==> src/rtl/serial_byte_arbiter.sv <==
// Time-shares one deserializer among NUM_SRC serial sources, one byte per grant,
// round-robin, and hands each finished byte plus its source ID to the downstream queue.
module serial_byte_arbiter #(
  parameter int NUM_SRC = 4,
  parameter int SW      = $clog2(NUM_SRC)
) (
  input  logic               clock_100KHZ,
  input  logic               reset,
  input  logic [NUM_SRC-1:0] src_req,
  input  logic [NUM_SRC-1:0] src_data_in,
  input  logic [NUM_SRC-1:0] src_write_in,
  output logic [NUM_SRC-1:0] src_grant,
  output logic               deser_data_in,
  output logic               deser_write_in,
  input  logic               deser_status,
  input  logic               deser_data_ready,
  input  logic [7:0]         deser_data,
  output logic               deser_ack,
  input  logic               q_full,
  output logic               q_push,
  output logic [7:0]         q_data,
  output logic [SW-1:0]      q_src,
  output logic [15:0]        bytes_total
);

  typedef enum logic [2:0] {
    IDLE,
    GRANT,
    STREAM,
    DRAIN,
    PUSH,
    RELEASE
  } state_t;

  state_t        state;
  state_t        next_state;
  logic [SW-1:0] rr;
  logic [SW-1:0] g;
  logic [SW-1:0] pick;
  logic          pick_valid;
  logic [3:0]    bc;
  logic          in_stream;
  logic          fwd_write;
  logic          push_en;

  // Scan downward from the farthest offset so the nearest requester at or after rr wins.
  always_comb begin
    logic [SW-1:0] idx;
    pick_valid = 1'b0;
    pick       = '0;
    idx        = '0;
    for (int k = NUM_SRC - 1; k >= 0; k--) begin
      idx = SW'((int'(rr) + k) % NUM_SRC);
      if (src_req[idx]) begin
        pick_valid = 1'b1;
        pick       = idx;
      end
    end
  end

  assign in_stream      = (state == STREAM);
  assign fwd_write      = in_stream & src_write_in[g] & deser_status;
  assign deser_write_in = fwd_write;
  assign deser_data_in  = in_stream & src_data_in[g];

  always_ff @(posedge clock_100KHZ or negedge reset) begin
    if (!reset) begin
      state <= IDLE;
    end else begin
      state <= next_state;
    end
  end

  always_comb begin
    next_state = state;
    push_en    = 1'b0;
    case (state)
      IDLE:    if (pick_valid) next_state = GRANT;
      GRANT:   if (deser_status) next_state = STREAM;
      STREAM:  if (fwd_write && bc == 4'd7) next_state = DRAIN;
      DRAIN:   if (deser_data_ready) next_state = PUSH;
      PUSH: begin
        if (!q_full) begin
          push_en    = 1'b1;
          next_state = RELEASE;
        end
      end
      RELEASE: if (!deser_data_ready) next_state = IDLE;
      default: next_state = IDLE;
    endcase
  end

  // The eighth forwarded bit also drops the grant, so the source sees it fall entering DRAIN.
  always_ff @(posedge clock_100KHZ or negedge reset) begin
    if (!reset) begin
      rr          <= '0;
      g           <= '0;
      bc          <= '0;
      src_grant   <= '0;
      q_push      <= 1'b0;
      deser_ack   <= 1'b0;
      q_data      <= '0;
      q_src       <= '0;
      bytes_total <= '0;
    end else begin
      q_push    <= push_en;
      deser_ack <= push_en;
      case (state)
        IDLE: begin
          if (pick_valid) begin
            g         <= pick;
            src_grant <= NUM_SRC'(1) << pick;
          end
        end
        GRANT: begin
          if (deser_status) bc <= '0;
        end
        STREAM: begin
          if (fwd_write) begin
            bc <= bc + 4'd1;
            if (bc == 4'd7) src_grant <= '0;
          end
        end
        PUSH: begin
          if (push_en) begin
            q_data      <= deser_data;
            q_src       <= g;
            bytes_total <= bytes_total + 16'd1;
          end
        end
        RELEASE: begin
          if (!deser_data_ready) rr <= (g == SW'(NUM_SRC - 1)) ? '0 : g + 1'b1;
        end
        default: ;
      endcase
    end
  end

endmodule

==> config.mk <==
export PLATFORM = sky130hd
export DESIGN_NAME = serial_byte_arbiter
export DESIGN_NICKNAME = d
export VERILOG_FILES = /design/src/rtl/serial_byte_arbiter.sv
export SDC_FILE = /design/constraint.sdc
export NUM_CORES = 1
export LEC_CHECK = 0
export ABC_AREA = 0
export CAP_MARGIN = 10
export CORE_UTILIZATION = 50
export CTS_CLUSTER_DIAMETER = 200
export DETAILED_ROUTE_END_ITERATION = 10
export GPL_TIMING_DRIVEN = 0
export PLACE_DENSITY = 0.93
export SLEW_MARGIN = 20
export SYNTH_ARGS = -nofsm -noshare
export SYNTH_HDL_FRONTEND = slang
export SYNTH_SLANG_ARGS = --single-unit
==> constraint.sdc <==
create_clock -name clock_100KHZ -period 3.99 [get_ports clock_100KHZ]
set_clock_uncertainty 0.1 [all_clocks]
set_input_delay 0.798 -clock clock_100KHZ [delete_from_list [all_inputs] [get_ports clock_100KHZ]]
set_output_delay 0.798 -clock clock_100KHZ [all_outputs]
set_load 0.1 [all_outputs]
Word-level counts from Yosys, hierarchy flattened --
Index checks and enable logic that the tools add are counted. Widths: inputs -> output; s select.
Word-level totals: input bits 25, register bits after elaboration 42, word-level logic and storage cells 87, output and inout port bits 34
Cells by class: shifts and indexed selects 1, reductions and logical operators 10, magnitude comparators 5, bitwise operators 4, equality and inequality tests 15, add/sub/neg operators 6, multiplexer cells 37
Operator list (count):
- $mux 4 | 5
- $mux 3 | 6
- $pmux 3 s6 | 1
- $add 16x1->16 const B | 1
- $pmux 4 s2 | 2
- $lt 2x3->1 const B | 5
- $bmux 1 s2 | 6
- $mux 1 | 12
- $mux 2 | 5
- $ne 2x2->1 const B | 5
- $eq 3x2->1 const B | 2
- $eq 3x3->1 const B | 2
- $ne 2x1->1 const B | 3
- $reduce_and 2->1 | 3
- $reduce_and 6->1 | 1
- $add 2x1->2 const B | 2
- $add 2x2->2 const B | 2
- $add 4x1->4 const B | 1
- $eq 4x3->1 const B | 1
- $reduce_and 4->1 | 1
- $reduce_bool 2->1 | 2
- $shl 1x2->4 const A | 1
- $and 1x1->1 | 3
- $eq 3x1->1 const B | 1
- other kinds (5) | 5

Longest topological paths before layout --
depth in word-level cells 10, mapped depth 6, depth with buffers taken out 5

Worst setup path before layout --
No wires, ideal clock.
path kind input port to output port, from input src_write_in[1], to output deser_write_in, path buffers 0, arrival time 1853 ps, stages on the path 2, setup slack 1239 ps, cells stage by stage mux4_2 and3_1
Between the ends: word-level cells in the longest chain between the ends 4
RTL lines:
- from (decl) | RTL line 11 | input logic [NUM_SRC-1:0] src_write_in,
- $bmux 1 s2 | RTL line 62 | assign fwd_write = in_stream & src_write_in[g] & deser_status;
- $mux 1 (not written as such) | RTL line 62
- $and 1x1->1 (2 in series) | RTL line 62
- to (decl) | RTL line 14 | output logic deser_write_in,
Every way passes these cells. The select of a mux whose other input is x is not followed.

Final worst setup path --
from input src_write_in[3], to output deser_write_in
Same word-level chain as after synthesis.

==> results.json <==
{
  "cts_buffer_depth": 2,
  "synth_top_area_share_pct": 52.7,
  "coreArea_um2": 3740,
  "drt_iter0_markers": 50,
  "initial_core_util_pct": 53.3,
  "tightest_slew_ns": 1.01,
  "dr.pass1.iters": 5,
  "post_cts_resized": 0,
  "crit_fanout": 4,
  "root_buffer": "clkbuf_8",
  "wirelength_mm": 4.18,
  "synth_cells": 191,
  "clock-sinks": 42,
  "avgViaCountPerCell": 5.50,
  "gr-usage-met2_pct": 37.9,
  "drv_slew": 0,
  "critPathRequiredTime_ns": 3.09,
  "synthesis.nets": 219,
  "finalHoldViolations": 0,
  "hold_path_class": "flip-flop to flip-flop",
  "fp.dieW_um": 65.2,
  "cap_violations": 0,
  "finalSetupTns_ns": 0,
  "place_inst": 298,
  "async_flop_share_pct": 100,
  "die_h_um": 65.2,
  "antennaDiodeCount": 0,
  "htree_levels": 2,
  "setup_ws_ns": 0.220,
  "ys_ff_latch": 42,
  "overflow": 0,
  "drc": 0,
  "ant_nets": 0,
  "port-buffer-count": 58,
  "layout.cells.non_filler": 305,
  "use_met3_pct": 7.64,
  "fin_nets": 285,
  "wire_per_inst_um": 13.7,
  "cts-hold-fix-buffers": 0,
  "num_rows": 22,
  "grt_use_met1_pct": 28.1,
  "tritoncts": "yes",
  "hpwl_mm": 3.12,
  "worst_ir_drop_vdd_uv": 653,
  "yosysTopAreaCell": "dfrtp_1",
  "antenna_found_initial": 0,
  "power_density_nw_per_um2": 793,
  "fmax_mhz": 265,
  "gp_congestion": 0.848,
  "syn_area_um2": 1990,
  "yosysWarnings": 0,
  "cp-end-kind": "output pin",
  "syn_avg_cell_area_um2": 10.4,
  "grt_max_degree": 23,
  "finalCritPeriodShare_pct": 94.5,
  "cts_setup_buffers": 0,
  "drive_gt1_share_pct": 7.78,
  "ys_types": 41,
  "netlist_top_cells_area": "dfrtp_1 53%, nand2_1 8.3%, xnor2_1 4.0%",
  "pin_count": 59,
  "syn_to_final_growth_pct": 37.4,
  "leakage_nw": 1.21,
  "dieArea_um2": 4250,
  "track_usage_pct": 23.1,
  "clk_pin_slew_ns": 0.07,
  "cts_inserted_buffers": 5,
  "grt_pass1_wl_mm": 7.45,
  "synth_ff_type": "dfrtp_1",
  "vias": 1676,
  "top_usage_layer": "met2",
  "min_period_ns": 3.77,
  "path_class": "input port to output pin",
  "slew_headroom_pct": 32.5,
  "ys_seq_area_share_pct": 52.7,
  "status": "completed",
  "setup_viol": 0,
  "rsz0062_at_grt": "false",
  "arrival_ns": 2.87,
  "post-place-ws_ns": 0.219,
  "insertion_delay_ns": 0.30,
  "cp-start-kind": "input port",
  "grt_pass1_vias": 1674,
  "synth_edf_count": 0
}
==> cells by family (layout without fill, tap and decap cells) <==
kind of cell               Yosys count  after routing  synth area share, %
and+or+nand+nor                     87             87                 21.5
DFF                                 42             42                 52.7
AOI/OAI and AO/OA                   24             24                 9.03
buffers and inverters               12             78                 2.82
adders and majority gates            3              3                 1.88
muxes                                8              8                 5.52
xor gates and xnor gates            15             15                 6.59
==> power by group <==
group	leakage, nW	switching, mW	internal [mW]
combinational	0.624	0.886	0.349
sequential	0.549	0.125	0.559
clock	0.0383	0.134	0.120
==> layout by cell type (no fill, tap or decap), types with 4 or more instances in the layout <==
cell / instances
a32o_1: 4
a21oi_1: 5
mux2_2: 4
nand2b_1: 4
clkbuf_8: 5
inv_1: 6
xor2_1: 6
clkbuf_1: 5
nor2_1: 5
clkdlybuf4s50_1: 57
nand3_1: 7
nand2_1: 44
xnor2_1: 9
nand4_1: 5
dfrtp_1: 42
==> sequential cells by signal (all words and copies together) (netlist names) <==
signal	count
state	3
g	2
src_grant	4
bytes_total	16
bc	4
q_src	2
q_push	1
rr	2
q_data	8
==> synthesized netlist by cell type (2+ instances only) <==
| master | count |
|---|---|
| dfrtp_1 | 42 |
| nand4_1 | 5 |
| o311ai_0 | 2 |
| nor2_2 | 2 |
| o21ai_0 | 2 |
| nand2_1 | 44 |
| nor3_1 | 2 |
| nor2_1 | 5 |
| inv_1 | 6 |
| xor2_1 | 6 |
| nand3_1 | 7 |
| clkbuf_1 | 3 |
| nor3b_1 | 2 |
| nor2b_1 | 2 |
| or4_1 | 2 |
| o22ai_1 | 2 |
| nand3b_1 | 2 |
| mux4_2 | 2 |
| mux2_2 | 4 |
| a32o_1 | 4 |
| nand2b_1 | 4 |
| and3_1 | 3 |
| a21oi_1 | 5 |
| xnor2_1 | 9 |
| o211ai_1 | 3 |
| mux2i_1 | 2 |
| ha_1 | 3 |
| nor4_1 | 3 |
==> worst max-delay path, cell delays in order <==
cell and delay [ns]:
clkdlybuf4s50_1 0.40, mux4_2 0.48, and3_1 0.22, clkdlybuf4s50_1 0.97
==> per-layer routing <==
metal	wire (µm)	share of wire [%]
met4	123	2.9
met3	248	5.9
met5	0	0
met2	2040	49
met1	1770	42
==> per-stage QoR <==
step	total power, mW	hold slack [ns]	util, %	area [µm²]
5_1_grt	2.29	0.405	73.2	2740
4_1_cts	2.17	0.378	73.0	2730
6_report	2.17	0.374	73.2	2740
3_3_place_gp	1.89	0.357	70.4	2640
2_1_floorplan	1.61	0.367	-	1990
3_5_place_dp	1.91	0.361	71.0	2660
==> worst paths after layout <==
| path | from | cells after the start | to | slack [ns] |
|---|---|---|---|---|
| max | src_write_in[3] | 4 | deser_write_in | 0.22 |
| min | q_src[0]$_DFFE_PN0P_ | 2 | q_src[0]$_DFFE_PN0P_ | 0.37 |
| max reg2reg | state[0]$_DFFE_PN0P_ | 5 | bytes_total[15]$_DFFE_PN0P_ | 1.77 |
| min reg2reg | q_src[0]$_DFFE_PN0P_ | 2 | q_src[0]$_DFFE_PN0P_ | 0.37 |
| max in group asynchronous | reset | 2 | q_data[0]$_DFFE_PN0P_ | 2.93 |
| min in group asynchronous | reset | 1 | rr[0]$_DFFE_PN0P_ | 0.38 |
==> layout make-up <==
class	instances	area, µm²
Buffer	6	33.8
Clock buffer	7	76.3
Multi-Input combinational cell	137	893
Fill cell	296	1000
Sequential cell	42	1050
Tap cell	48	60.1
Inverter	6	22.5
Timing Repair Buffer	59	603
(Power assumes the default switching activity.)
